`src/rtl/cache_arbiter.sv`:
```
// cache_arbiter: shares one burst physical-memory port between the icache and
// the dcache. One cacheline transaction runs at a time. The owner keeps the
// port until pmem_resp, and ties go round-robin so neither cache can starve.
//
// Ports:
//   clk, rst           system clock, synchronous active-high reset
//   i_pmem_*           icache side (read-only): request, address, fill data, resp
//   d_pmem_*           dcache side: read/write request, address, wdata, fill data, resp
//   pmem_*             physical memory side: read/write, address, wdata, rdata, resp
//
// pmem_read/pmem_write/pmem_address/pmem_wdata are registered. The *_pmem_resp
// and *_pmem_rdata outputs are combinational forwards of the memory response.
module cache_arbiter #(
    parameter int unsigned LINE_WIDTH = 256,
    parameter int unsigned ADDR_WIDTH = 32
) (
    input  logic                  clk,
    input  logic                  rst,

    input  logic                  i_pmem_read,
    input  logic [ADDR_WIDTH-1:0] i_pmem_address,
    output logic [LINE_WIDTH-1:0] i_pmem_rdata,
    output logic                  i_pmem_resp,

    input  logic                  d_pmem_read,
    input  logic                  d_pmem_write,
    input  logic [ADDR_WIDTH-1:0] d_pmem_address,
    input  logic [LINE_WIDTH-1:0] d_pmem_wdata,
    output logic [LINE_WIDTH-1:0] d_pmem_rdata,
    output logic                  d_pmem_resp,

    output logic                  pmem_read,
    output logic                  pmem_write,
    output logic [ADDR_WIDTH-1:0] pmem_address,
    output logic [LINE_WIDTH-1:0] pmem_wdata,
    input  logic [LINE_WIDTH-1:0] pmem_rdata,
    input  logic                  pmem_resp
);

    typedef enum logic [1:0] {
        IDLE   = 2'd0,
        I_BUSY = 2'd1,
        D_BUSY = 2'd2
    } state_e;

    typedef enum logic {
        GNT_I = 1'b0,
        GNT_D = 1'b1
    } grant_e;

    // Latched transaction presented to physical memory while an owner holds the port.
    typedef struct packed {
        logic                  rd;
        logic                  wr;
        logic [ADDR_WIDTH-1:0] addr;
        logic [LINE_WIDTH-1:0] wdata;
    } txn_t;

    state_e state_q, state_d;
    grant_e last_q,  last_d;
    txn_t   txn_q,   txn_d;

    logic i_req;
    logic d_req;

    assign i_req = i_pmem_read;
    assign d_req = d_pmem_read | d_pmem_write;

    // State, fairness pointer and latched transaction.
    always_ff @(posedge clk) begin
        if (rst) begin
            state_q <= IDLE;
            last_q  <= GNT_I;
            txn_q   <= '0;
        end else begin
            state_q <= state_d;
            last_q  <= last_d;
            txn_q   <= txn_d;
        end
    end

    // Arbitration and transaction tracking.
    always_comb begin
        state_d = state_q;
        last_d  = last_q;
        txn_d   = txn_q;

        unique case (state_q)
            IDLE: begin
                // On a tie the requester that did not win last time goes first.
                if (i_req && (!d_req || (last_q == GNT_D))) begin
                    state_d     = I_BUSY;
                    last_d      = GNT_I;
                    txn_d.rd    = 1'b1;
                    txn_d.wr    = 1'b0;
                    txn_d.addr  = i_pmem_address;
                    txn_d.wdata = '0;
                end else if (d_req) begin
                    state_d     = D_BUSY;
                    last_d      = GNT_D;
                    // An illegal read+write request is carried out as a write.
                    txn_d.rd    = d_pmem_read & ~d_pmem_write;
                    txn_d.wr    = d_pmem_write;
                    txn_d.addr  = d_pmem_address;
                    txn_d.wdata = d_pmem_wdata;
                end
            end
            I_BUSY, D_BUSY: begin
                if (pmem_resp) begin
                    state_d  = IDLE;
                    txn_d.rd = 1'b0;
                    txn_d.wr = 1'b0;
                end
            end
            default: begin
                state_d  = IDLE;
                txn_d.rd = 1'b0;
                txn_d.wr = 1'b0;
            end
        endcase
    end

    assign pmem_read    = txn_q.rd;
    assign pmem_write   = txn_q.wr;
    assign pmem_address = txn_q.addr;
    assign pmem_wdata   = txn_q.wdata;

    // Response goes to the current owner only; a response while idle is dropped.
    assign i_pmem_resp  = pmem_resp & (state_q == I_BUSY);
    assign d_pmem_resp  = pmem_resp & (state_q == D_BUSY);

    assign i_pmem_rdata = pmem_rdata;
    assign d_pmem_rdata = pmem_rdata;

    // The dcache must never ask for read and write in the same cycle.
    dcache_rw_exclusive: assert property (@(posedge clk) disable iff (rst)
        !(d_pmem_read && d_pmem_write));

endmodule

```
`config.mk`:
```
export PLATFORM = sky130hd
export DESIGN_NAME = cache_arbiter
export DESIGN_NICKNAME = d
export VERILOG_FILES = /design/src/rtl/cache_arbiter.sv
export SDC_FILE = /design/constraint.sdc
export NUM_CORES = 1
export LEC_CHECK = 0
export BUFFER_PORTS_ARGS = -buffer_cell sky130_fd_sc_hd__buf_2
export CORE_AREA = 2 2 539 541
export CTS_CLUSTER_DIAMETER = 200
export DETAILED_ROUTE_END_ITERATION = 8
export DIE_AREA = 0 0 541 543
export PLACE_DENSITY = 0.3
export SYNTH_ARGS = -nofsm -noshare
export SYNTH_HDL_FRONTEND = slang
export SYNTH_SLANG_ARGS = --single-unit
```
`constraint.sdc`:
```
create_clock -name clk -period 3.27 [get_ports clk]
set_input_delay 0.1635 -clock clk [delete_from_list [all_inputs] [get_ports clk]]
set_output_delay 0.1635 -clock clk [all_outputs]
set_load 0.1 [all_outputs]
```
==> results.toml <==
[pwr]
power_frac_seq = 0.278
clockPowerShare = 0.320
p_int_w = 0.00824
switchingPower_w = 0.00722
vdd_drop_max_mv = 0.298
p_per_area_nw_per_um2 = 671
p_leak_nw = 8.60
combPwrFrac = 0.402
switching_share = 0.467

[cts]
clk_latency_ps = 640
tritoncts = "built"
cts_inserted_buffers = 42
clockRootBuffer = "clkbuf_16"
h-tree-depth = 2
clockBufferDepth = 3
clk_pin_slew_ps = 60
post_cts_buffers = 0
clkSinkCount = 293

[hold_path]
whs_endpoint = "pmem_wdata[253]$_SDFFE_PP0P_"
min_from = "rst"
hold_path_class = "input pin to flip-flop"
min_path_cells = 2

[status]
status = "finished clean"

[cells_and_area]
final_area_um2 = 23000
syn_to_final_growth_pct = 58.7
final_nets = 2568
fill_cells = 33700
multi_input_area_um2 = 4190
layout-drive-gt1-share = 0.356
final-seq-area_um2 = 5870

[synth]
synth_top_family_by_area = "buffers and inverters"
synth_seq_cells = 293
synth.most_common_cell = "buf_4"
ys_async_sr_fraction = 0
yosysTopAreaCellShare = 0.404
muxShareOfSynthArea = 0
ys_warn_count = 0
synthTopCellsByCount = "buf_4, dfxtp_1, nor2_1, a32oi_1, buf_2"
synth_simple_gate_area_frac = 0.0900
syn_inst = 1617
ys_types = 28
synth_area_um2 = 14500
synth_edf_count = 0
synthXorXnorAreaFrac = 0
synthAdderAreaFrac = 0.00259
seq_area_frac_synth = 0.404
synth_area_leaders = "dfxtp_1, buf_4, a32oi_1, nor2_1, buf_2"
synth_flop_cell = "dfxtp_1"
synth_top_area_cell = "dfxtp_1"
synth_nets = 2202
avgSynthCellArea_um2 = 8.97
synth_compound_area_frac = 0.194

[drt]
post_drt_wl_per_cell_um = 27.8
vias = 14400
drc = 0
drt.antenna.violating_nets = 0
first_pass_iters = 7
drtIter0Drc = 916
viasPerCell = 2.48
routed_wirelength_mm = 161

[worst_setup_path]
endpoint_kind = "flip-flop"
critPathKind = "input pin to flip-flop"
critPathMaxFanout = 19
r2r-start = "state_q[1]$_SDFFE_PP0P_"
cpPeakStageDelay_ps = 580
ff2ff_setup_slack_ps = 550
r2r_cells = 7
worst_setup_path_start_kind = "input pin"
crit_top_cell = "dlygate4sd3_1"
cp_slowest_cell = "dlygate4sd3_1"
cp_cell_sequence = "dlygate4sd3_1 > buf_2 > o21bai_4 > buf_4 > nand3_1 > dlygate4sd3_1 > a311oi_1 > dlygate4sd3_1"
required_ps = 3850
reg2reg_to = "pmem_address[31]$_SDFFE_PP0P_"
cp.arrival_ps = 3310

[place]
io_buffers = 617
gp_congestion = 0.861
hpwl_mm = 141
placed_area_um2 = 18200

[timing]
min_period_ps = 2730
setup_tns_ps = 0
rsz0062_at_grt = "false"
clock.fmax_mhz = 366
fin_skew_ps = 22.0
setup_viol = 0
drv_slew = 0
slew_headroom = 0.364
final_hold_viol_count = 0
tightest_slew_ps = 954
fin_crit_sh = 0.835

[floorplan]
die_w_um = 541
die_h_um = 543
floorplan.rows = 197
io_pins = 1386
dieArea_um2 = 294000
start_util = 0.0505
fp.coreArea_um2 = 287000

[global_route]
antenna_found_initial = 27
grt_pass1_wl_mm = 193
grt_pass1_vias = 14400
grt_usage = 0.105
overflow = 0
grt_max_degree = 118

[flow_run]
cap_violations = 0
worst max path at each step:
stage | from | end | slack, ps | cells past startpoint
finish | d_pmem_write | pmem_address[13]$_SDFFE_PP0P_ | 540 | 8
global route | state_q[1]$_SDFFE_PP0P_ | pmem_address[31]$_SDFFE_PP0P_ | 340 | 7
CTS | state_q[0]$_SDFFE_PP0P_ | pmem_address[27]$_SDFFE_PP0P_ | 570 | 7
detailed placement | state_q[0]$_SDFFE_PP0P_ | pmem_address[27]$_SDFFE_PP0P_ | 1090 | 6
global placement | state_q[0]$_SDFFE_PP0P_ | pmem_address[5]$_SDFFE_PP0P_ | 1150 | 6
floorplan | state_q[0]$_SDFFE_PP0P_ | pmem_wdata[179]$_SDFFE_PP0P_ | 1740 | 7
kinds of logic (layout without fill, tap and decap cells):
group / Yosys count / after routing
adders and majority gates: 3 / 3
and+or+nand+nor: 331 / 331
AOI/OAI and AO/OA: 335 / 335
buffers and inverters: 655 / 1053
other: 0 / 4
DFF: 293 / 293
worst max-delay path, delay by kind of cell:
family / cells / cell delay, ps
and+or+nand+nor: 1 / 90
AOI/OAI and AO/OA: 2 / 780
buffers and inverters: 5 / 2260
layer usage:
layer,vias to the layer above,part of all wire,track usage
li1,5968,-,-
met3,209,0.25,0.118
met5,-,0.0017,0.00723
met1,6687,0.26,0.0803
met4,6,0.030,0.0313
met2,1498,0.46,0.168
registers in the layout, summed over array words and instances (netlist names):
name          count
last_q            1
pmem_write        1
pmem_address     32
pmem_read         1
state_q           2
pmem_wdata      256
cells in the final DEF, fill, tap and decap left out, types with 2 or more instances in the layout:
cell type / netlist / final
buf_2: 73 / 616
dlygate4sd3_1: 0 / 333
dfxtp_1: 293 / 293
nor2_1: 290 / 290
a32oi_1: 256 / 256
clkbuf_16: 0 / 43
o21ai_0: 35 / 35
nand3_1: 33 / 33
a311oi_1: 31 / 31
buf_4: 515 / 12
buf_12: 0 / 12
clkbuf_8: 0 / 10
clkinv_2: 0 / 8
clkbuf_1: 63 / 6
diode_2: 0 / 4
bufinv_16: 0 / 4
inv_1: 3 / 3
a21oi_1: 3 / 3
and2_1: 2 / 2
nand2b_1: 2 / 2
nand4_1: 2 / 2
ha_1: 3 / 2
clkinv_8: 0 / 2
inv_6: 0 / 2
cell type report:
class | instances | area share
Antenna cell | 4 | 0.000435
Clock buffer | 59 | 0.0537
Clock inverter | 17 | 0.00951
Inverter | 3 | 0.000489
Multi-Input combinational cell | 669 | 0.182
Sequential cell | 293 | 0.255
Tap cell | 3781 | 0.205
Timing Repair Buffer | 974 | 0.294
power by group through the flow:
stage | registers, W | logic (W) | clock network (W)
after floorplan | 0.00724 | 0.00424 | 0
after global placement | 0.00436 | 0.00585 | 0
after detailed placement | 0.00435 | 0.00586 | 0
after CTS | 0.00429 | 0.00630 | 0.00517
after global routing | 0.00434 | 0.00653 | 0.00529
final | 0.00430 | 0.00621 | 0.00494
metrics by stage:
stage,hold WS [ps],worst slack [ps],instances,total power (W),util
floorplan,331,1740,1617,0.0115,-
global placement,328,1150,5387,0.0102,0.0634
detailed placement,328,1090,5387,0.0102,0.0634
CTS,4.87,573,5796,0.0158,0.0801
global route,64.6,342,5797,0.0162,0.0801
finish,57.9,541,5800,0.0155,0.0801
what timing repair did:
| item | in CTS | in global routing |
|---|---|---|
| gates resized for setup | 0 | 0 |
| hold buffers | 333 | 0 |
| endpoints found under the hold margin | 292 | 0 |
(Power assumes the default switching activity.)
